File: src/rtl/bintobcd_pkg.sv
// Shared definitions for the sequential binary-to-BCD converter:
// FSM state encoding, BCD digit width and bit-counter sizing.
package bintobcd_pkg;

    typedef enum logic [1:0] {
        IDLE  = 2'd0,
        SHIFT = 2'd1,
        DONE  = 2'd2
    } bcd_state_t;

    localparam int BCD_DIGIT_W = 4;

    // Counter must hold WIDTH_IN itself, hence the +1.
    function automatic int cnt_width(input int width_in);
        return $clog2(width_in + 1);
    endfunction

endpackage

File: src/rtl/module_bcd_add3.sv
// Double-dabble digit corrector: a digit of 5 or more gets 3 added so the
// following left shift carries correctly into the next decimal digit.
module module_bcd_add3
    import bintobcd_pkg::*;
(
    input  logic [BCD_DIGIT_W-1:0] digit,
    output logic [BCD_DIGIT_W-1:0] corrected
);

    // Add-3 correction for digits 5..15
    always_comb begin
        corrected = digit;
        if (digit >= BCD_DIGIT_W'(5))
            corrected = digit + BCD_DIGIT_W'(3);
    end

endmodule

File: src/rtl/module_bintobcd_seq.sv
// Sequential binary-to-BCD converter (shift-and-add-3, one bit per clock)
// with valid/ready handshakes on both sides and sticky overflow detection.
// Optional macro BINTOBCD_BLANK_EN adds the registered leading-zero mask blank_o.
module module_bintobcd_seq
    import bintobcd_pkg::*;
#(
    parameter int WIDTH_IN = 14,
    parameter int DIGITS   = 4
) (
    input  logic                          clk,
    input  logic                          rst_n,
    input  logic                          valid_i,
    output logic                          ready_o,
    input  logic [WIDTH_IN-1:0]           bin_i,
    output logic                          valid_o,
    input  logic                          ready_i,
    output logic [BCD_DIGIT_W*DIGITS-1:0] bcd_o,
    output logic                          overflow_o
`ifdef BINTOBCD_BLANK_EN
    ,
    output logic [DIGITS-1:0]             blank_o
`endif
);

    localparam int BCD_W = BCD_DIGIT_W * DIGITS;
    localparam int CNT_W = cnt_width(WIDTH_IN);

    bcd_state_t          state;
    bcd_state_t          next_state;
    logic [WIDTH_IN-1:0] bin_reg;
    logic [BCD_W-1:0]    bcd_reg;
    logic [BCD_W-1:0]    corr;
    logic [BCD_W-1:0]    shifted_bcd;
    logic                ovf;
    logic [CNT_W-1:0]    cnt;
    logic                last_shift;

    // Per-digit add-3 correction applied before every shift
    for (genvar g = 0; g < DIGITS; g++) begin : g_add3
        module_bcd_add3 u_add3 (
            .digit     (bcd_reg[g*BCD_DIGIT_W +: BCD_DIGIT_W]),
            .corrected (corr[g*BCD_DIGIT_W +: BCD_DIGIT_W])
        );
    end

    // Corrected BCD shifted left with the binary MSB entering digit 0;
    // the bit leaving the top digit goes to the overflow flag instead.
    assign shifted_bcd = {corr[BCD_W-2:0], bin_reg[WIDTH_IN-1]};
    assign last_shift  = (state == SHIFT) && (cnt == CNT_W'(1));

    // State register
    always_ff @(posedge clk) begin
        if (!rst_n)
            state <= IDLE;
        else
            state <= next_state;
    end

    // Next-state logic: accept in IDLE, count bits in SHIFT, release in DONE
    always_comb begin
        next_state = state;
        case (state)
            IDLE:    if (valid_i)    next_state = SHIFT;
            SHIFT:   if (last_shift) next_state = DONE;
            DONE:    if (ready_i)    next_state = IDLE;
            default: next_state = IDLE;
        endcase
    end

    // Control and result registers: clear on accept, shift-and-add during SHIFT
    always_ff @(posedge clk) begin
        if (!rst_n) begin
            bcd_reg <= '0;
            ovf     <= 1'b0;
            cnt     <= '0;
        end else begin
            case (state)
                IDLE: begin
                    if (valid_i) begin
                        bcd_reg <= '0;
                        ovf     <= 1'b0;
                        cnt     <= CNT_W'(WIDTH_IN);
                    end
                end
                SHIFT: begin
                    bcd_reg <= shifted_bcd;
                    ovf     <= ovf | corr[BCD_W-1];
                    cnt     <= cnt - CNT_W'(1);
                end
                default: ;
            endcase
        end
    end

    // Binary shift register: pure data, loaded only on the input handshake
    always_ff @(posedge clk) begin
        if (state == IDLE && valid_i)
            bin_reg <= bin_i;
        else if (state == SHIFT)
            bin_reg <= bin_reg << 1;
    end

    assign ready_o    = (state == IDLE);
    assign valid_o    = (state == DONE);
    assign bcd_o      = bcd_reg;
    assign overflow_o = ovf;

`ifdef BINTOBCD_BLANK_EN
    // Bit 0 never blanks so that a zero result still shows one "0".
    localparam logic [DIGITS-1:0] BLANK_RST = ~DIGITS'(1);

    logic [DIGITS-1:0] blank_next;
    logic              zero_run;
    logic [DIGITS-1:0] blank_reg;

    // Leading-zero mask of the final BCD value, scanned from the top digit down
    always_comb begin
        blank_next = '0;
        zero_run   = 1'b1;
        for (int i = DIGITS - 1; i >= 1; i--) begin
            zero_run      = zero_run & (shifted_bcd[i*BCD_DIGIT_W +: BCD_DIGIT_W] == '0);
            blank_next[i] = zero_run;
        end
    end

    // Mask captured on the SHIFT->DONE edge and held until the next result
    always_ff @(posedge clk) begin
        if (!rst_n)
            blank_reg <= BLANK_RST;
        else if (last_shift)
            blank_reg <= blank_next;
    end

    assign blank_o = blank_reg;
`endif

endmodule

File: config.mk
export PLATFORM = sky130hd
export DESIGN_NAME = module_bintobcd_seq
export DESIGN_NICKNAME = d
export VERILOG_FILES = /design/src/rtl/bintobcd_pkg.sv /design/src/rtl/module_bcd_add3.sv /design/src/rtl/module_bintobcd_seq.sv
export SDC_FILE = /design/constraint.sdc
export NUM_CORES = 1
export LEC_CHECK = 0
export ABC_AREA = 1
export CORE_UTILIZATION = 25
export CTS_CLUSTER_DIAMETER = 30
export CTS_CLUSTER_SIZE = 14
export DETAILED_ROUTE_END_ITERATION = 10
export PLACE_DENSITY = 0.48
export SLEW_MARGIN = 30
export SYNTH_ARGS = -nofsm -noshare
export SYNTH_HDL_FRONTEND = slang
export SYNTH_HIERARCHICAL = 1
export SYNTH_SLANG_ARGS = --single-unit
File: constraint.sdc
create_clock -name clk -period 4.8 [get_ports clk]
set_input_delay 1.2 -clock clk [delete_from_list [all_inputs] [get_ports clk]]
set_output_delay 1.2 -clock clk [all_outputs]
set_load 0.03 [all_outputs]
==> summary.txt <==
Outcome
  – Outcome: finished clean

Flow run
  – Number of max-cap violations: 0

CTS
  – CTS tree: yes
  – CTS sink count: 37
  – CTS Buf Count: 5
  – Skew-Pair Late Insertion Delay: 0.29 ns
  – CTS clock-pin slew for the worst setup and hold paths: 0.07 ns
  – Post-CTS Resized: 0
  – Clk buf depth: 2
  – Post-CTS setup buffers: 0
  – CTS Root Cell: clkbuf_8
  – # H-tree levels: 2
  – CTS Hold Bufs: 0

STA
  – Slew Limit Headroom: about 45%
  – Clk_skew: 0.00368 ns
  – Fmax: between 300 and 400 MHz
  – Worst Tran Pin Value: 0.821 ns
  – Fin crit share: a little under three fifths
  – Setup violations, final: 0
  – Final Hold Vio Count: 0
  – Final Max Tran Viols: 0
  – Setup TNS: 0 ns
  – Final hold slack: 0.495 ns
  – RSZ-0062 raised after global routing: no
  – Post-layout minimum cycle time: 2.76 ns

Placement
  – Final HPWL from detailed placement: roughly 3 mm
  – Port bufs: 36
  – Area post-placement: 2640 µm²
  – Routability Congestion: between 0.7 and 0.8

Yosys
  – Count of mapped cells out of synthesis: 270
  – Post-synth EDFFs: 14
  – Synth async-reset ratio: 0%
  – Average cell area after synthesis: about 8.2 µm²
  – Ys Warns: 6
  – Post-synthesis sequential area ratio: 39.6%
  – Post-Synthesis Cell Area: ~2200 µm²
  – Syn_nets: slightly below 300
  – Top_reg_cell synth: dfxtp_1
  – Cell variety after synth: 24
  – Seq cells post-synth: 37

Finish
  – Most common cell after layout, fill and taps aside: nand2_1
  – NumNets Final: 333
  – Layout area overhead: 23.7%
  – Diodes inserted: 0
  – Post-route cell area: 2750 µm²
  – Max reg flops: 16
  – # fillers: between 900 and 1000
  – Commonest non-fill, non-tap cells in the layout: 86 x nand2_1, 36 x clkdlybuf4s50_1, 23 x nand2_2, 23 x dfxtp_1, 22 x a21oi_2
  – Layout cells sized above 1: 24.2%

Setup path
  – Reg2Reg Depth: 4
  – Crit path capture type: output pin
  – Worst Setup EP: valid_o
  – Crit start category: flip-flop
  – RR Endpoint: bin_reg[9]
  – Worst path required time: about 3.6 ns
  – Crit-path max FO: 3
  – R2r setup slk: 2.78 ns
  – Worst path arrival time: approximately 1.6 ns
  – Launch point of the worst path: state[1]
  – Setup Crit Path Kind: reg -> out
  – Worst flop-to-flop path startpoint: state[0]

Floorplanning
  – Die Y: 96.3 µm
  – IO Pins: 37
  – Horiz. Die Dim: 96.3 µm
  – Die ar.: 9270 µm²
  – Num rows: 34
  – Initial core utilization: ~26%
  – Core area: about 8700 µm²

Routing
  – 1st-iter DRT viols: 51
  – Routed WL per cell: 10.4 µm
  – Vias per cell: 4.12
  – Via Count: 1707
  – Final antenna-violating net count: 0
  – Post-Route WL: around 4.3 mm
  – DRC Markers: 0
  – TritonRoute pass-1 iters: 4

Global routing
  – GRT Resource Usage Total: 10.1%
  – First-pass GRT wire length: about 7.4 mm
  – Largest net degree at the start of global routing: 24
  – Initial antenna violation count: 0
  – Vias in the first global route: between 1500 and 2000
  – Grt total ovfl: 0

Power
  – Flop pwr share: 50.3%
  – PwrDens: 264 nW/µm²
  – Combinational power share: 13.5%
  – Pint: approximately 540 µW
  – Max VDD drop: 0.000114 V
  – Net load switching power: 185 µW
  – Net Sw Frac: 25.5%
  – Leakage: 0.00101 µW
  – Clock share of power: between 30% and 40%

Min path
  – Worst min path class: reg -> reg
==> stage by stage <==
stage | std cells | power [µW] | setup WS (ns) | utilization [%]
2_1_floorplan | 270 | 449 | 2.61 | -
3_3_place_gp | 406 | 471 | 1.72 | 30.4
3_5_place_dp | 406 | 472 | 1.69 | 30.4
4_1_cts | 414 | 738 | 2.00 | 31.7
5_1_grt | 414 | 767 | 1.91 | 31.7
6_report | 414 | 725 | 2.04 | 31.7
==> synthesized netlist by cell type (2+ instances only) <==
library cell | instances | share of area (%)
a21oi_1 | 3 | 0.68
a21oi_2 | 22 | 8.7
buf_12 | 2 | 1.8
buf_2 | 2 | 0.45
buf_6 | 2 | 1.0
clkbuf_1 | 2 | 0.34
dfxtp_1 | 23 | 21
edfxtp_1 | 14 | 19
ha_1 | 10 | 5.6
inv_1 | 21 | 3.5
inv_2 | 5 | 0.84
nand2_1 | 86 | 15
nand2_2 | 23 | 6.5
nand3_1 | 4 | 0.90
nor2_1 | 19 | 3.2
nor2_4 | 10 | 5.1
nor3_1 | 2 | 0.45
o21ai_0 | 10 | 2.3
o21ai_1 | 2 | 0.45
o21ai_2 | 4 | 1.6
==> cell type report <==
class,count,area [µm²],area share [%]
clock buffers,8,111,4.05
repair buffers,36,360,13.1
flip-flops and latches,37,881,32.0
well taps,108,135,4.92
multi-input cells,198,1150,42.0
inverters,27,106,3.87
==> per-layer routing <==
| layer | part of all wire, % | GRT usage (%) |
|---|---|---|
| met5 | 0 | 0 |
| met4 | 0.40 | 2.99 |
| met3 | 3.7 | 2.76 |
| met2 | 46 | 16.5 |
| met1 | 50 | 13.0 |
==> power groups by stage <==
stage / Sequential (µW) / Clock [µW] / Combinational (µW)
after global placement: 372 / 0 / 99.1
after floorplan: 370 / 0 / 79.0
after global routing: 367 / 287 / 112
after CTS: 365 / 272 / 100
final: 365 / 262 / 98.0
after detailed placement: 372 / 0 / 100
==> how the worst min path moves through the flow <==
stage / from / to / depth (start not counted)
detailed placement: overflow_o / overflow_o / 2
finish: overflow_o / overflow_o / 2
floorplan: cnt[0] / cnt[0] / 2
global route: cnt[0] / cnt[0] / 2
global placement: cnt[0] / cnt[0] / 2
CTS: overflow_o / overflow_o / 2
==> worst max-delay path: stages, from the launching register on <==
cell	delay [ns]
dfxtp_1	0.44
inv_1	0.08
nor2_1	0.09
clkdlybuf4s50_1	0.67
==> logic make-up after synthesis <==
logic type | Yosys count | synth area share, %
AOI/OAI and AO/OA | 42 | 13.9
adders and majority gates | 10 | 5.63
buffers and inverters | 35 | 8.39
DFF | 37 | 39.6
and+or+nand+nor | 146 | 32.4
Power figures use the tool's default switching activity.
